==> src/rtl/ls_buffer_pkg.sv <==
// Shared widths, opcode encodings and the queue-entry record for the load/store buffer.
package ls_buffer_pkg;
    localparam int DataBus = 32;
    localparam int TagBus  = 4;
    localparam int NameBus = 5;
    localparam int OpBus   = 6;

    localparam logic [TagBus-1:0]  tagFree  = '0;
    localparam logic [NameBus-1:0] nameFree = '0;
    localparam logic [DataBus-1:0] dataFree = '0;

    localparam logic [OpBus-1:0] LB  = 6'h20;
    localparam logic [OpBus-1:0] LH  = 6'h21;
    localparam logic [OpBus-1:0] LW  = 6'h23;
    localparam logic [OpBus-1:0] LBU = 6'h24;
    localparam logic [OpBus-1:0] LHU = 6'h25;
    localparam logic [OpBus-1:0] SB  = 6'h28;
    localparam logic [OpBus-1:0] SH  = 6'h29;
    localparam logic [OpBus-1:0] SW  = 6'h2B;

    localparam logic Enable  = 1'b1;
    localparam logic Disable = 1'b0;

    typedef struct packed {
        logic [OpBus-1:0]   op;
        logic [DataBus-1:0] data_o;
        logic [TagBus-1:0]  tag_o;
        logic [DataBus-1:0] data_t;
        logic [TagBus-1:0]  tag_t;
        logic [DataBus-1:0] imm;
        logic [TagBus-1:0]  wrt_tag;
        logic [NameBus-1:0] wrt_name;
    } ls_entry_t;

    function automatic logic is_store(input logic [OpBus-1:0] op);
        return (op == SB) || (op == SH) || (op == SW);
    endfunction

    // Resolve one operand against both broadcast buses; ALU takes precedence.
    function automatic logic [TagBus+DataBus-1:0] snoop(
        input logic [TagBus-1:0]  tag,
        input logic [DataBus-1:0] data,
        input logic               a_en,
        input logic [TagBus-1:0]  a_tag,
        input logic [DataBus-1:0] a_data,
        input logic               l_en,
        input logic [TagBus-1:0]  l_tag,
        input logic [DataBus-1:0] l_data
    );
        if (tag != tagFree && a_en && a_tag == tag) return {tagFree, a_data};
        if (tag != tagFree && l_en && l_tag == tag) return {tagFree, l_data};
        return {tag, data};
    endfunction
endpackage

==> src/rtl/ls_buffer_entry.sv <==
// One queue slot: holds an op and keeps snooping both result buses until its operands resolve.
module ls_buffer_entry
    import ls_buffer_pkg::*;
(
    input  logic               clk,
    input  logic               rst,
    input  logic               clear,
    input  logic               wr,
    input  logic               inv,
    input  ls_entry_t          din,
    input  logic               aluEn,
    input  logic [TagBus-1:0]  aluTag,
    input  logic [DataBus-1:0] aluData,
    input  logic               lsEn,
    input  logic [TagBus-1:0]  lsTag,
    input  logic [DataBus-1:0] lsData,
    output logic               valid,
    output ls_entry_t          q
);
    ls_entry_t base, nxt;

    // A push snoops the incoming operands so a same-cycle broadcast is not missed.
    always_comb begin
        base = wr ? din : q;
        nxt  = base;
        {nxt.tag_o, nxt.data_o} = snoop(base.tag_o, base.data_o, aluEn, aluTag, aluData,
                                        lsEn, lsTag, lsData);
        {nxt.tag_t, nxt.data_t} = snoop(base.tag_t, base.data_t, aluEn, aluTag, aluData,
                                        lsEn, lsTag, lsData);
    end

    always_ff @(posedge clk or posedge rst) begin
        if (rst) begin
            valid <= Disable;
            q     <= '0;
        end else begin
            q <= nxt;
            if (clear)    valid <= Disable;
            else if (wr)  valid <= Enable;
            else if (inv) valid <= Disable;
        end
    end
endmodule

==> src/rtl/ls_buffer.sv <==
// In-order load/store queue: holds ops until operands resolve, issues only the head to LS.
module ls_buffer
    import ls_buffer_pkg::*;
#(
    parameter int DEPTH = 8,
    parameter int PTR_W = 3
) (
    input  logic               clk,
    input  logic               rst,
    input  logic               flush,
    input  logic               inEn,
    input  logic [OpBus-1:0]   inOp,
    input  logic [DataBus-1:0] inDataO,
    input  logic [TagBus-1:0]  inTagO,
    input  logic [DataBus-1:0] inDataT,
    input  logic [TagBus-1:0]  inTagT,
    input  logic [DataBus-1:0] inImm,
    input  logic [TagBus-1:0]  inWrtTag,
    input  logic [NameBus-1:0] inWrtName,
    output logic               full,
    input  logic               aluEn,
    input  logic [TagBus-1:0]  aluTag,
    input  logic [DataBus-1:0] aluData,
    input  logic               lsEn,
    input  logic [TagBus-1:0]  lsTag,
    input  logic [DataBus-1:0] lsData,
    input  logic [TagBus-1:0]  robHeadTag,
    input  logic               LSunwork,
    output logic               LSworkEn,
    output logic [DataBus-1:0] operandO,
    output logic [DataBus-1:0] operandT,
    output logic [DataBus-1:0] imm,
    output logic [TagBus-1:0]  wrtTag,
    output logic [NameBus-1:0] wrtName,
    output logic [OpBus-1:0]   opCode
);
    logic [PTR_W-1:0] head, tail;
    logic [PTR_W:0]   count;
    logic [DEPTH-1:0] valid;
    ls_entry_t        ent [DEPTH];
    ls_entry_t        din, hd;
    logic             push, issue, ready;

    assign full = (count == (PTR_W+1)'(DEPTH));
    assign push = inEn && !full && !flush;

    assign din = '{op: inOp, data_o: inDataO, tag_o: inTagO, data_t: inDataT, tag_t: inTagT,
                   imm: inImm, wrt_tag: inWrtTag, wrt_name: inWrtName};

    // Readiness looks only at registered slot state, so a broadcast helps one cycle later.
    assign hd    = ent[head];
    assign ready = valid[head] && hd.tag_o == tagFree &&
                   (!is_store(hd.op) || (hd.tag_t == tagFree && hd.wrt_tag == robHeadTag));
    assign issue = ready && LSunwork && !LSworkEn && !flush;

    for (genvar i = 0; i < DEPTH; i++) begin : g_entry
        ls_buffer_entry u_entry (
            .clk     (clk),
            .rst     (rst),
            .clear   (flush),
            .wr      (push && tail == PTR_W'(i)),
            .inv     (issue && head == PTR_W'(i)),
            .din     (din),
            .aluEn   (aluEn),
            .aluTag  (aluTag),
            .aluData (aluData),
            .lsEn    (lsEn),
            .lsTag   (lsTag),
            .lsData  (lsData),
            .valid   (valid[i]),
            .q       (ent[i])
        );
    end

    always_ff @(posedge clk or posedge rst) begin
        if (rst) begin
            head  <= '0;
            tail  <= '0;
            count <= '0;
        end else if (flush) begin
            head  <= '0;
            tail  <= '0;
            count <= '0;
        end else begin
            if (push)  tail <= tail + 1'b1;
            if (issue) head <= head + 1'b1;
            count <= count + {{PTR_W{1'b0}}, push} - {{PTR_W{1'b0}}, issue};
        end
    end

    always_ff @(posedge clk or posedge rst) begin
        if (rst) begin
            LSworkEn <= Disable;
            operandO <= dataFree;
            operandT <= dataFree;
            imm      <= dataFree;
            wrtTag   <= tagFree;
            wrtName  <= nameFree;
            opCode   <= '0;
        end else begin
            LSworkEn <= issue;
            if (issue) begin
                operandO <= hd.data_o;
                operandT <= hd.data_t;
                imm      <= hd.imm;
                wrtTag   <= hd.wrt_tag;
                wrtName  <= hd.wrt_name;
                opCode   <= hd.op;
            end
        end
    end
endmodule
==> config.mk <==
export PLATFORM = sky130hd
export DESIGN_NAME = ls_buffer
export DESIGN_NICKNAME = d
export VERILOG_FILES = /design/src/rtl/ls_buffer_pkg.sv /design/src/rtl/ls_buffer_entry.sv /design/src/rtl/ls_buffer.sv
export SDC_FILE = /design/constraint.sdc
export NUM_CORES = 2
export LEC_CHECK = 0
export BUFFER_PORTS_ARGS = -buffer_cell sky130_fd_sc_hd__buf_2
export CORE_ASPECT_RATIO = 1.5
export CORE_UTILIZATION = 30
export CTS_CLUSTER_SIZE = 40
export DETAILED_ROUTE_END_ITERATION = 7
export GPL_TIMING_DRIVEN = 0
export PLACE_DENSITY = 0.51
export SYNTH_ARGS = -nofsm -noshare
export SYNTH_HDL_FRONTEND = slang
export SYNTH_SLANG_ARGS = --single-unit
==> constraint.sdc <==
create_clock -name clk -period 58.5 [get_ports clk]
set_clock_uncertainty 0.05 [all_clocks]
set_input_delay 5.85 -clock clk [delete_from_list [all_inputs] [get_ports clk]]
set_output_delay 5.85 -clock clk [all_outputs]
set_load 0.03 [all_outputs]
==> flow_summary.json <==
{
  "hold_class": "flop to flop",
  "grt_overflow_total": 0,
  "synth.distinct_cells": 90,
  "cp_max_fo": 10,
  "cp-endpoint": "g_entry[1].u_entry.q[77]",
  "final_nets": 7068,
  "synth-seq-cells": 1082,
  "clk_pin_slew_ns": 0.06,
  "dpl.hpwl_mm": 250.0,
  "synthXorXnorAreaFrac_pct": 1.329,
  "status": "finished with violations",
  "grt_pass1_vias": 56710,
  "yosys_warnings": 0,
  "dp_cells": 9378,
  "muxShareOfSynthArea_pct": 17.89,
  "grt_setup_unrepaired": "no",
  "hold_path_depth": 2,
  "grt_pass1_wl_mm": 473.4,
  "clk_latency_ns": 0.85,
  "r2r_start": "head[2]",
  "slew_headroom_pct": -6.024,
  "grt_max_degree": 120,
  "gp_congestion": 1.033,
  "reg2regPathDepth": 17,
  "start_util_pct": 30.28,
  "detail-route-antenna-nets": 0,
  "htreeDepth": 3,
  "syn_to_final_growth_pct": 14.74,
  "yosys.area_share.simple_pct": 19.06,
  "yosysSeqAreaShare_pct": 44.17,
  "synth_top_family_by_area": "simple AND/OR/NAND/NOR gates",
  "cts_buffer_depth": 3,
  "syn_area_per_cell_um2": 9.388,
  "r2r-end": "count[3]",
  "dieHeight_um": 555.6,
  "port_buffers": 179,
  "cts_made_buffers": 118,
  "synth_cells": 6530,
  "cts_resized": 0,
  "multi_input_area_um2": 30820,
  "io_pins": 315,
  "p_leak_nw": 31.05,
  "fillerInstances": 20790,
  "postCtsHoldBufs": 0,
  "root_buffer": "clkbuf_16",
  "antenna_found_initial": 81,
  "drive_above_1_share_pct": 17.99,
  "peakVddDrop_v": 0.00003035,
  "synthAdderAreaFrac_pct": 0.3796,
  "dpl_cell_area_um2": 65960,
  "slew_violations": 44,
  "core.rowCount": 202,
  "routed_wl_mm": 344.7,
  "synth-edff-count": 0,
  "netlist_area_um2": 61300,
  "power.density_nw_per_um2": 41.71,
  "core_um2": 202400,
  "tritoncts": "done",
  "synth_top_flop_cell": "dfrtp_1",
  "cp_data_required_time_ns": 59.18,
  "cts_num_sinks": 1082,
  "final_cells": 9639,
  "dr.pass1.iters": 8,
  "finalSetupTns_ns": 0,
  "hold_viol": 0,
  "seqCellArea_um2": 27080,
  "min_period_over_period_pct": 17.86,
  "drv_cap": 5,
  "routedWlPerCell_um": 35.76,
  "die-area_um2": 206200,
  "crit_start": "flush",
  "syn_nets": 6750,
  "worstPathArrival_ns": 11.13,
  "min_period_ns": 10.45,
  "die-width_um": 371.1,
  "drc": 0,
  "fin_area_um2": 70340,
  "whs_ns": 0.4205,
  "drt-initial-drc-count": 6556,
  "post_cts_buffers": 0,
  "startpoint_type": "primary input",
  "track_usage_pct": 33.08,
  "tightest_slew_ns": 1.590,
  "ys_async_sr_fraction_pct": 100.0,
  "synth-compound-area-share_pct": 11.56,
  "setup_viol": 0,
  "routed_via_density": 5.915,
  "end_kind": "flop",
  "violations": "capacitance limit, slew limit",
  "via_count": 57020,
  "final_core_util_pct": 34.74,
  "crit_type": "primary input to flop",
  "fmax_ghz": 0.09569,
  "reg2reg_slack_ns": 52.72
}
==> power breakdown <==
part           switching (mW)  internal (mW)
Combinational           0.535          0.398
Clock                   0.367          0.483
Sequential              0.156          0.994
Total                    1.06           1.87
==> cell type report <==
cell class	count	share of cell area, %
diodes	40	0.1423
plain buffers	683	4.138
flip-flops and latches	1082	38.49
clock inverters	59	1.201
multi-input cells	4620	43.82
well taps	2652	4.717
repair buffers	198	1.866
clock buffers	160	4.835
inverters	145	0.7916
==> registers in the layout, summed over array words and instances, names as in the netlist <==
register / count
opCode: 6
operandO: 32
g_entry.u_entry.q: 952
head: 3
count: 4
LSworkEn: 1
operandT: 32
wrtName: 5
tail: 3
wrtTag: 4
imm: 32
g_entry.u_entry.valid: 8
==> placed cells by master (no fill, tap or decap), types with 18 or more instances in the layout <==
cell          n
o31ai_1      69
a31oi_1      49
clkbuf_1    450
clkbuf_8     29
buf_4        22
dfrtp_1    1082
xnor2_1      66
a22oi_1      18
and2_1       23
and3_1       93
mux2_1       20
mux2i_1     182
or3_1        27
nor3b_1      22
buf_2       276
o211ai_1     65
clkinv_2     27
a311oi_1     57
a21oi_1     109
o221a_2      84
nand3_1      70
a221o_1      49
buf_6        18
inv_1       130
nor3_1       84
nor2_1      454
a221oi_1     38
buf_1        96
clkbuf_16   118
o221ai_1     54
o2bb2ai_1    54
o21ai_0     186
mux2_2      317
xor2_1       27
nand2_1    1946
mux4_2      237
diode_2      40
o22ai_1      18
==> worst max-delay path, cell delays in order <==
cell	delay, ns
buf_2	0.11
buf_2	0.20
nor4bb_1	1.16
nand2_1	0.73
o211ai_1	0.36
nand3_1	0.16
o211ai_1	0.23
clkbuf_1	0.90
buf_1	0.69
nand2_1	0.44
a21oi_1	0.25
==> cell usage after synthesis (all sizes together) (8+ instances only) <==
master / number / area, um2
a211oi: 10 / 97.59
a21oi: 110 / 554.3
a221o: 49 / 490.5
a221oi: 51 / 528.0
a22oi: 18 / 135.1
a2bb2oi: 10 / 87.58
a311oi: 57 / 499.2
a31oi: 51 / 340.3
and2: 23 / 143.9
and3: 93 / 581.8
buf: 231 / 1192
clkbuf: 452 / 1699
clkinv: 8 / 30.03
dfrtp: 1082 / 27080
ha: 17 / 212.7
inv: 137 / 519.3
mux2: 337 / 3795
mux2i: 183 / 1836
mux4: 237 / 5338
nand2: 1946 / 7305
nand2b: 16 / 107.6
nand3: 72 / 370.4
nand4: 14 / 102.6
nor2: 458 / 1740
nor2b: 9 / 56.30
nor3: 87 / 456.7
nor3b: 22 / 165.2
nor4: 19 / 163.9
o211ai: 65 / 488.0
o21ai: 187 / 935.9
o221a: 84 / 945.9
o221ai: 54 / 473.0
o22ai: 18 / 112.6
o2bb2ai: 54 / 473.0
o31ai: 69 / 518.0
or2: 10 / 62.56
or3: 27 / 168.9
xnor2: 66 / 578.1
xor2: 27 / 236.5
==> kinds of logic after synthesis <==
family,after synthesis
compound gates,928
fa+ha+maj,18
flops,1082
xor+xnor,93
mux,757
buf+inv,828
simple gates,2824
==> through the flow <==
step / setup slack (ns) / power (mW)
after CTS: 48.34 / 2.920
after floorplan: 22.14 / 1.748
final: 48.05 / 2.934
after global placement: 6.711 / 2.056
after global routing: 48.15 / 3.050
after detailed placement: 47.51 / 2.075
==> worst min path at each step <==
stage	startpoint	end	slack, ns
after global placement	g_entry[6].u_entry.q[2]	g_entry[6].u_entry.q[2]	0.40
after floorplan	g_entry[6].u_entry.q[1]	g_entry[6].u_entry.q[1]	0.39
after detailed placement	g_entry[2].u_entry.q[19]	g_entry[2].u_entry.q[19]	0.41
after CTS	g_entry[2].u_entry.q[19]	g_entry[2].u_entry.q[19]	0.42
final	g_entry[2].u_entry.q[19]	g_entry[2].u_entry.q[19]	0.42
after global routing	g_entry[7].u_entry.q[34]	g_entry[7].u_entry.q[34]	0.44
==> per-layer routing <==
layer  vias up  GRT usage (%)  wire length, um
li1      23310              -                -
met1     29020          37.16           122400
met2      3494          51.88           157700
met3      1131          9.660            31160
met4        66          26.93            33040
met5         -              0              442
No activity file was read; power rests on OpenSTA's default activity.
